### config.mk
export PLATFORM = sky130hd
export DESIGN_NAME = pll_reset_sequencer_flat
export DESIGN_NICKNAME = d
export VERILOG_FILES = /design/src/rtl/pll_reset_sequencer_if.sv /design/src/rtl/pll_reset_sequencer.sv /design/src/flat_wrapper.sv
export SDC_FILE = /design/constraint.sdc
export NUM_CORES = 1
export LEC_CHECK = 0
export BUFFER_PORTS_ARGS = -buffer_cell sky130_fd_sc_hd__clkbuf_2
export CORE_MARGIN = 3
export CORE_UTILIZATION = 31
export CTS_CLUSTER_DIAMETER = 80
export DETAILED_ROUTE_END_ITERATION = 12
export PLACE_DENSITY = 0.58
export SYNTH_ARGS = -nofsm -noshare
export SYNTH_HDL_FRONTEND = slang
export SYNTH_SLANG_ARGS = --single-unit
### constraint.sdc
create_clock -name clk_74a -period 2.7 [get_ports clk_74a]
set_input_delay 0.135 -clock clk_74a [delete_from_list [all_inputs] [get_ports clk_74a]]
set_output_delay 0.135 -clock clk_74a [all_outputs]
set_load 0.01 [all_outputs]
### src/rtl/pll_reset_sequencer_if.sv
// pll_reset_sequencer_if
//   Bundles the PLL-side status/control and the reset/status outputs of the
//   PLL reset sequencer.
//   Signals:
//     pll_locked   PLL lock indication, asynchronous to the reference clock
//     restart_req  single-cycle pulse requesting a full re-sequence
//     pll_rst      active-high reset to the PLL
//     core_reset_n active-low reset to PLL-clocked logic
//     ready        high only while the PLL is locked and core logic is running
//     fault        high only after the retry budget is exhausted
//     retry_cnt    failed attempts since last restart/reset (saturating)
//     lost_cnt     lock-loss events seen while running (saturating)
//   Modports:
//     master  environment side: drives pll_locked/restart_req, observes status
//     slave   sequencer side: consumes pll_locked/restart_req, drives status
interface pll_reset_sequencer_if;
  logic       pll_locked;
  logic       restart_req;
  logic       pll_rst;
  logic       core_reset_n;
  logic       ready;
  logic       fault;
  logic [2:0] retry_cnt;
  logic [7:0] lost_cnt;

  modport master (
    output pll_locked,
    output restart_req,
    input  pll_rst,
    input  core_reset_n,
    input  ready,
    input  fault,
    input  retry_cnt,
    input  lost_cnt
  );

  modport slave (
    input  pll_locked,
    input  restart_req,
    output pll_rst,
    output core_reset_n,
    output ready,
    output fault,
    output retry_cnt,
    output lost_cnt
  );
endinterface

### src/rtl/pll_reset_sequencer.sv
// pll_reset_sequencer
//   Brings up the core PLL: holds PLL reset for a fixed time, waits for lock,
//   requires lock to stay up for a qualification window and only then releases
//   the core-logic reset. Loss of lock while running re-runs the sequence;
//   lock timeouts are retried a bounded number of times before latching FAULT.
//   Runs on the PLL reference clock.
//   Ports:
//     clk_74a  reference clock (same source as the PLL refclk)
//     reset_n  asynchronous active-low reset
//     bus      pll_reset_sequencer_if.slave (lock/restart in, resets/status out)
module pll_reset_sequencer #(
  parameter int unsigned PLL_RST_CYCLES     = 16,
  parameter int unsigned LOCK_TIMEOUT       = 65536,
  parameter int unsigned LOCK_STABLE_CYCLES = 1024,
  parameter int unsigned MAX_RETRIES        = 4,
  parameter int unsigned CNT_W              = 17
) (
  input  logic                  clk_74a,
  input  logic                  reset_n,
  pll_reset_sequencer_if.slave  bus
);

  typedef enum logic [2:0] {
    S_RESET_PLL,
    S_WAIT_LOCK,
    S_STABLE,
    S_RUN,
    S_FAULT
  } state_t;

  // Terminal counter values: each phase leaves its state on the edge where
  // the counter already holds the last value, so the counter never wraps.
  localparam logic [CNT_W-1:0] RST_LAST     = CNT_W'(PLL_RST_CYCLES - 1);
  localparam logic [CNT_W-1:0] TIMEOUT_LAST = CNT_W'(LOCK_TIMEOUT - 1);
  localparam logic [CNT_W-1:0] STABLE_LAST  = CNT_W'(LOCK_STABLE_CYCLES - 1);

  state_t           state, state_nx;
  logic [CNT_W-1:0] cnt, cnt_nx;
  logic [2:0]       retry_q, retry_nx, retry_inc;
  logic [7:0]       lost_q, lost_nx, lost_inc;

  logic pll_rst_q;
  logic core_reset_n_q;
  logic ready_q;
  logic fault_q;

  // pll_locked comes from the PLL's own analogue lock detector and is not
  // related to clk_74a; only the second flop's output is ever used.
  logic lock_meta, lock_s;

  always_ff @(posedge clk_74a or negedge reset_n) begin
    if (!reset_n) begin
      lock_meta <= 1'b0;
      lock_s    <= 1'b0;
    end else begin
      lock_meta <= bus.pll_locked;
      lock_s    <= lock_meta;
    end
  end

  always_comb begin
    retry_inc = (retry_q == 3'd7) ? retry_q : retry_q + 3'd1;
    lost_inc  = (lost_q == '1) ? lost_q : lost_q + 8'd1;
  end

  // Next-state logic. restart_req is checked first so it overrides timeout
  // and lock-loss handling in the same cycle.
  always_comb begin
    state_nx = state;
    cnt_nx   = cnt;
    retry_nx = retry_q;
    lost_nx  = lost_q;

    if (bus.restart_req) begin
      state_nx = S_RESET_PLL;
      cnt_nx   = '0;
      retry_nx = '0;
    end else begin
      unique case (state)
        S_RESET_PLL: begin
          if (cnt == RST_LAST) begin
            state_nx = S_WAIT_LOCK;
            cnt_nx   = '0;
          end else begin
            cnt_nx = cnt + 1'b1;
          end
        end

        S_WAIT_LOCK: begin
          // Lock is tested before the timeout so a lock arriving on the
          // timeout cycle still counts.
          if (lock_s) begin
            state_nx = S_STABLE;
            cnt_nx   = '0;
          end else if (cnt == TIMEOUT_LAST) begin
            retry_nx = retry_inc;
            state_nx = (32'(retry_inc) >= MAX_RETRIES) ? S_FAULT : S_RESET_PLL;
            cnt_nx   = '0;
          end else begin
            cnt_nx = cnt + 1'b1;
          end
        end

        S_STABLE: begin
          // A drop during qualification is treated as acquisition jitter:
          // go back to waiting without spending a retry.
          if (!lock_s) begin
            state_nx = S_WAIT_LOCK;
            cnt_nx   = '0;
          end else if (cnt == STABLE_LAST) begin
            state_nx = S_RUN;
            cnt_nx   = '0;
          end else begin
            cnt_nx = cnt + 1'b1;
          end
        end

        S_RUN: begin
          if (!lock_s) begin
            state_nx = S_RESET_PLL;
            cnt_nx   = '0;
            lost_nx  = lost_inc;
          end
        end

        S_FAULT: begin
          state_nx = S_FAULT;
        end

        default: begin
          state_nx = S_RESET_PLL;
          cnt_nx   = '0;
        end
      endcase
    end
  end

  // Outputs are decoded from the next state so they switch on the same edge
  // as the state itself.
  always_ff @(posedge clk_74a or negedge reset_n) begin
    if (!reset_n) begin
      state          <= S_RESET_PLL;
      cnt            <= '0;
      retry_q        <= '0;
      lost_q         <= '0;
      pll_rst_q      <= 1'b1;
      core_reset_n_q <= 1'b0;
      ready_q        <= 1'b0;
      fault_q        <= 1'b0;
    end else begin
      state          <= state_nx;
      cnt            <= cnt_nx;
      retry_q        <= retry_nx;
      lost_q         <= lost_nx;
      pll_rst_q      <= (state_nx == S_RESET_PLL) || (state_nx == S_FAULT);
      core_reset_n_q <= (state_nx == S_RUN);
      ready_q        <= (state_nx == S_RUN);
      fault_q        <= (state_nx == S_FAULT);
    end
  end

  assign bus.pll_rst      = pll_rst_q;
  assign bus.core_reset_n = core_reset_n_q;
  assign bus.ready        = ready_q;
  assign bus.fault        = fault_q;
  assign bus.retry_cnt    = retry_q;
  assign bus.lost_cnt     = lost_q;

endmodule
### src/flat_wrapper.sv
// flat-port wrapper written by rule: the top's interface ports become plain ports
module pll_reset_sequencer_flat 
#(
  parameter int unsigned PLL_RST_CYCLES     = 16,
  parameter int unsigned LOCK_TIMEOUT       = 65536,
  parameter int unsigned LOCK_STABLE_CYCLES = 1024,
  parameter int unsigned MAX_RETRIES        = 4,
  parameter int unsigned CNT_W              = 17
)
  (clk_74a, reset_n, bus_pll_locked, bus_restart_req, bus_pll_rst, bus_core_reset_n, bus_ready, bus_fault, bus_retry_cnt, bus_lost_cnt);
  pll_reset_sequencer_if bus_i ();
  input  logic clk_74a;
  input  logic reset_n;
  input wire logic [$bits(bus_i.pll_locked)-1:0] bus_pll_locked;
  input wire logic [$bits(bus_i.restart_req)-1:0] bus_restart_req;
  output wire logic [$bits(bus_i.pll_rst)-1:0] bus_pll_rst;
  output wire logic [$bits(bus_i.core_reset_n)-1:0] bus_core_reset_n;
  output wire logic [$bits(bus_i.ready)-1:0] bus_ready;
  output wire logic [$bits(bus_i.fault)-1:0] bus_fault;
  output wire logic [$bits(bus_i.retry_cnt)-1:0] bus_retry_cnt;
  output wire logic [$bits(bus_i.lost_cnt)-1:0] bus_lost_cnt;
  assign bus_i.pll_locked = bus_pll_locked;
  assign bus_i.restart_req = bus_restart_req;
  assign bus_pll_rst = bus_i.pll_rst;
  assign bus_core_reset_n = bus_i.core_reset_n;
  assign bus_ready = bus_i.ready;
  assign bus_fault = bus_i.fault;
  assign bus_retry_cnt = bus_i.retry_cnt;
  assign bus_lost_cnt = bus_i.lost_cnt;
  pll_reset_sequencer #(.PLL_RST_CYCLES(PLL_RST_CYCLES), .LOCK_TIMEOUT(LOCK_TIMEOUT), .LOCK_STABLE_CYCLES(LOCK_STABLE_CYCLES), .MAX_RETRIES(MAX_RETRIES), .CNT_W(CNT_W)) u_core (.clk_74a(clk_74a), .reset_n(reset_n), .bus(bus_i));
endmodule
Word-level counts from Yosys, hierarchy flattened --
Index checks and enable logic that the tools add are counted.
Operators by class: add/subtract/negate cells 3, $lt $le $gt $ge 1, eq/ne operators 14, mux-type cells 22, bitwise operators 3, reductions and logical operators 8
Operator list (number):
- 2-to-1 mux 17 bit | 7
- case mux 17 bit (5 select lines) | 1
- 2-to-1 mux 3 bit | 13
- adder 17 x 1 -> 17 bit (second input constant) | 1
- equality test 17 x 10 -> 1 bit (second input constant) | 1
- equality test 17 x 16 -> 1 bit (second input constant) | 1
- equality test 17 x 4 -> 1 bit (second input constant) | 1
- case mux 3 bit (5 select lines) | 1
- equality test 3 x 2 -> 1 bit (second input constant) | 3
- equality test 3 bit (second input constant) | 3
- adder 8 x 1 -> 8 bit (second input constant) | 1
- equality test 8 bit (second input constant) | 1
- zero test 3 bit | 2
- != test 2 bit (second input constant) | 2
- AND reduction 4 bit | 1
- nonzero test 2 bit | 2
- adder 3 x 1 -> 3 bit (second input constant) | 1
- equality test 3 x 1 -> 1 bit (second input constant) | 1
- >= comparator 3 bit (second input constant) | 1
- != test 3 bit (second input constant) | 1
- inverter 1 bit | 3
- AND reduction 3 bit | 1
- AND reduction 2 bit | 1
- logical OR 1 bit | 1
Word-level totals: flip-flop bits (word level) 36, logic and storage cells 60

Logic depth before layout (Yosys ltp) --
word-level depth 10, gate-level depth with buffers 12, mapped depth without buffers 11

Least setup slack after synthesis --
OpenSTA, ideal clock, no wires.
path kind register to register, start reg u_core.cnt[0], end reg u_core.pll_rst_q (netlist: u_core.bus.pll_rst), library setup time 0.077 ns, arrival time 2.299 ns, required time 2.623 ns, slack 0.324 ns, stages on the path, launching flop included 13, path buffers 1, clock period less this slack 2.376 ns, path through dfrtp_1 -> ha_1 -> and3_1 -> and3_4 -> buf_6 -> nand4_1 -> inv_1 -> ha_1 -> nor4b_2 -> a21oi_1 -> nor2_1 -> a21oi_1 -> a21o_1
Between the ends: longest elaborated chain between the ends 7, elaborated cells between the ends (all ways) 13, those cells by class eq/ne: 4; mux: 7; reduce/logical: 2
Ends and longest elaborated chain:
- from (decl) | RTL line pll_reset_sequencer.sv:38 | logic [CNT_W-1:0] cnt, cnt_nx;
- from (signal assigned) | RTL line pll_reset_sequencer.sv:152 | cnt <= cnt_nx;
- equality test 17 x 10 -> 1 bit / equality test 17 x 16 -> 1 bit (equally long branches) | RTL line pll_reset_sequencer.sv:110, pll_reset_sequencer.sv:95
- 2-to-1 mux 3 bit, on equally long branches | RTL line pll_reset_sequencer.sv:110, pll_reset_sequencer.sv:95
- 2-to-1 mux 3 bit, on equally long branches | RTL line pll_reset_sequencer.sv:107, pll_reset_sequencer.sv:92
- case mux 3 bit (5 select lines) (*) | RTL line pll_reset_sequencer.sv:79 | unique case (state)
- 2-to-1 mux 3 bit (*) | RTL line pll_reset_sequencer.sv:74 | if (bus.restart_req) begin
- equality test 3 bit / zero test 3 bit (equally long branches) | RTL line pll_reset_sequencer.sv:155 | pll_rst_q <= (state_nx == S_RESET_PLL) || (state_nx == S_FAULT);
- logical OR 1 bit (*) | RTL line pll_reset_sequencer.sv:155
- to (signal assigned) | RTL line pll_reset_sequencer.sv:155
- to (decl) | RTL line pll_reset_sequencer.sv:42 | logic pll_rst_q;
Every way passes the cells marked *; elsewhere a longest branch is shown, timed or not. A chain may end at the register's enable or synchronous reset.

Final worst setup path --
start reg u_core.cnt[0], end reg u_core.cnt[4]
Between the ends: longest elaborated chain between the ends 5, elaborated cells between the ends (all ways) 11, those cells by class add/sub: 1; eq/ne: 3; mux: 7
Ends and longest elaborated chain (RTL line):
- adder 17 x 1 -> 17 bit, or another cell as far along | pll_reset_sequencer.sv:85, pll_reset_sequencer.sv:100, pll_reset_sequencer.sv:114
- 2-to-1 mux 17 bit, on equally long branches | pll_reset_sequencer.sv:110, pll_reset_sequencer.sv:95
- 2-to-1 mux 17 bit, on equally long branches | pll_reset_sequencer.sv:107, pll_reset_sequencer.sv:92
- case mux 17 bit (5 select lines) (*) | pll_reset_sequencer.sv:79
- 2-to-1 mux 17 bit (*) | pll_reset_sequencer.sv:74
Marked as above.

==> reports/qor.csv <==
stage,metric,value,unit
worst_setup_path,WP data required,2840,ps
worst_setup_path,R2R setup slack,210,ps
worst_setup_path,worst r2r dst,u_core.cnt[4],
logic_synthesis,synthesized area per cell,9.88,um2
worst_setup_path,CP peak stage delay,460,ps
logic_synthesis,register area share after synthesis,0.459,
power,pwr dens,434,nW/um2
die,starting density of the core,0.326,
grt,largest net degree at the start of global routing,37,
min_path,Hold Path Sink,u_core.bus.retry_cnt[1],
logic_synthesis,Syn Nets,208,
power,Comb pwr share,0.042,
sta,final hold violation count,0,
power,Switch Pwr,0.000232,W
logic_synthesis,Async SR Flop Fraction,1.00,
power,Power Total,0.000969,W
cts,clock-pin slew of the registers on the worst-case setup and hold paths,80,ps
cts,CTS tree,built,
sta,Fmax,402,MHz
sta,fin crit period,2490,ps
worst_setup_path,slowest CP cell,nor3_4,
placed_design,number of port buffers,18,
die,I/O pin cnt,19,
worst_setup_path,CP Cell Sequence,ha_1 > and3_1 > and3_4 > nand4_1 > inv_1 > ha_1 > o41ai_2 > nor3_4 > o22ai_1,
sta,Worst-Margin Slew,867,ps
drt,WL per Instance,13.5,um
worst_setup_path,"critical path fanouts, max",12,
cts,Max Root-Sink Buffers,2,
grt,first-pass GRT wire length,7120,um
drt,vias,1515,
cts,setup bufs post-CTS,0,
die,DIE HEIGHT,85.7,um
drt,DRT Pass-1 Iters,4,
cts,Skew-Pair Late Insertion Delay,290,ps
logic_synthesis,Synth warnings,0,
placed_design,RD Place Congestion,0.739,
worst_setup_path,element type at the critical path end,flop,
grt,initial antenna violation count,0,
flow_run,max cap viols,0,
worst_setup_path,CP Class,flop to flop,
finish,Synth-to-Final Area Change,13.6,%
sta,RSZ-0062 raised after global routing,false,
worst_setup_path,Buf/Inv on CP,1,
die,die area,7340,um2
finish,Post-Layout Inst Area,2230,um2
sta,worst clock skew,5.70,ps
outcome,status,completed,
logic_synthesis,Post-synth top flop,dfrtp_1,
grt,vias in the first global route,1456,
placed_design,DP HPWL,2870,um
die,core area,6030,um2
power,sw frac,0.240,
logic_synthesis,post-synth design cell area,1970,um2
logic_synthesis,synthesized netlist cell count,199,
min_path,Hold Path Class,input port to flop,
sta,setup_tns,0,ps
drt,DRC Markers,0,
min_path,HP Start,bus_restart_req,
drt,Antenna Nets Post-Route,0,
finish,Fill cells,613,
logic_synthesis,Post-synth EDFFs,0,
sta,final setup vio count,0,
power,sequential fraction of design power,0.569,
sta,final period utilization,0.922,
die,# rows,28,
cts,CTS Buf Count,5,
grt,GRT Total Usage,0.121,
cts,CTS root buf,clkbuf_8,
sta,Rel. slew slack,0.422,
die,die width,85.7,um
power,Clk pwr share,0.389,
cts,clock sink total,36,
power,cell internal pwr,0.000737,W
drt,Vias/cell,5.12,
min_path,Worst Hold Path Cells,2,
worst_setup_path,crit path DAT,2630,ps
drt,final WL,3990,um
logic_synthesis,Yosys cell types,46,
finish,Final Util,0.371,
placed_design,Area after DPL,2100,um2
grt,gr ovfl total,0,
worst_setup_path,Startpoint Class,flop,
worst_setup_path,worst-case reg-to-reg path depth,9,
finish,share of layout cells above drive strength 1,0.186,
worst_setup_path,Most Frequent Cell on Critical Path,ha_1,
finish,n_diodes,0,
finish,final net count,229,
cts,H-tree depth,2,
sta,Max Slew Vio Count,0,
power,P_leak,1.00,nW
logic_synthesis,Yosys reg bits,36,
worst_setup_path,"CP delay by family, top",simple AND/OR/NAND/NOR gates,
drt,1st-iter DRT viols,107,
worst_setup_path,worst r2r src,u_core.cnt[0],
power,Worst IR Drop VDD,0.272,mV
synth_stat cells, types with 5 or more instances:
cell type   n  share of area
nor3_1      6          0.015
nor2_1     20          0.038
nand4_1     7          0.022
and3_1     12          0.038
inv_1       5         0.0095
dfrtp_1    35           0.45
ha_1        5          0.032
xor2_1      7          0.031
a21oi_1    11          0.028
nand2b_1    6          0.019
o21ai_0     7          0.018
nand3_1    11          0.028
nand2_1    14          0.027
power groups by stage:
stage | registers, W | clock network, W | logic [W]
after floorplan | 0.000560 | 0 | 0.0000230
after global placement | 0.000561 | 0 | 0.0000388
after detailed placement | 0.000562 | 0 | 0.0000391
after CTS | 0.000551 | 0.000388 | 0.0000413
after global routing | 0.000553 | 0.000420 | 0.0000468
final | 0.000551 | 0.000377 | 0.0000405
worst max-delay path by stage:
| stage | from | end | slack (ps) | depth (start not counted) |
|---|---|---|---|---|
| final | u_core.cnt[0] | u_core.cnt[4] | 210 | 9 |
| after global routing | u_core.cnt[0] | u_core.bus.fault | 4 | 10 |
| after CTS | u_core.cnt[0] | u_core.cnt[4] | 20 | 9 |
| after detailed placement | u_core.cnt[0] | u_core.cnt[4] | 30 | 9 |
| after global placement | u_core.cnt[0] | u_core.cnt[10] | 120 | 9 |
| after floorplan | u_core.cnt[0] | u_core.bus.pll_rst | 320 | 12 |
cells by family (layout without fill, tap and decap cells):
| group | after synthesis | after routing | share of synthesized area |
|---|---|---|---|
| fa+ha+maj | 5 | 5 | 0.0318 |
| compound gates | 38 | 38 | 0.143 |
| xor+xnor | 11 | 11 | 0.0490 |
| buf+inv | 13 | 35 | 0.0407 |
| flops | 36 | 36 | 0.459 |
| simple gates | 93 | 93 | 0.261 |
| mux | 3 | 3 | 0.0159 |
per-stage QoR:
stage | hold slack, ps | setup WS [ps] | cells
after floorplan | -161 | 324 | 199
after global placement | 245 | 120 | 286
after detailed placement | 245 | 32.5 | 286
after CTS | 127 | 16.6 | 296
after global routing | 135 | 4.35 | 296
final | 134 | 210 | 296
sequential cells by signal (all words and copies together) (netlist names):
signal	flops
u_core.state	3
u_core.lock_s	1
u_core.cnt	17
u_core.bus.fault	1
u_core.bus.pll_rst	1
u_core.bus.lost_cnt	8
u_core.bus.core_reset_n	1
u_core.bus.retry_cnt	3
u_core.lock_meta	1
repair_timing:
item	CTS	global route
hold buffers	2	0
setup endpoints to repair	0	13
gates resized for setup	0	3
endpoints found under the hold margin	36	0
layout by cell type, fill, tap and decap left out, drive strengths merged, types with 4 or more instances in the layout:
cell type | synthesis | layout
dfrtp | 35 | 35
ha | 5 | 5
xor2 | 7 | 7
nand2b | 6 | 6
o22ai | 4 | 4
nand4 | 7 | 7
nor2 | 20 | 20
nand2 | 14 | 14
and3 | 13 | 13
clkbuf | 0 | 23
nor3 | 9 | 9
o21ai | 9 | 9
inv | 5 | 5
xnor2 | 4 | 4
a21oi | 11 | 11
nand3 | 11 | 11
layer usage:
metal / global-route usage / share of wire / vias to the layer above
met1: 0.166 / 0.48 / 720
li1: - / - / 761
met5: 0 / 0 / -
met2: 0.182 / 0.46 / 32
met4: 0.0302 / 0.0038 / 0
met3: 0.0423 / 0.047 / 2
layout make-up:
| cell class | count | area [um2] | share of cell area |
|---|---|---|---|
| sequential | 36 | 902 | 0.404 |
| tap | 75 | 93.8 | 0.0420 |
| clock inverter | 3 | 18.8 | 0.00840 |
| multi-input combinational | 150 | 1010 | 0.451 |
| timing repair buffer | 22 | 125 | 0.0560 |
| clock buffer | 5 | 68.8 | 0.0308 |
| inverter | 5 | 18.8 | 0.00840 |
No activity file was read; power rests on OpenSTA's default activity.
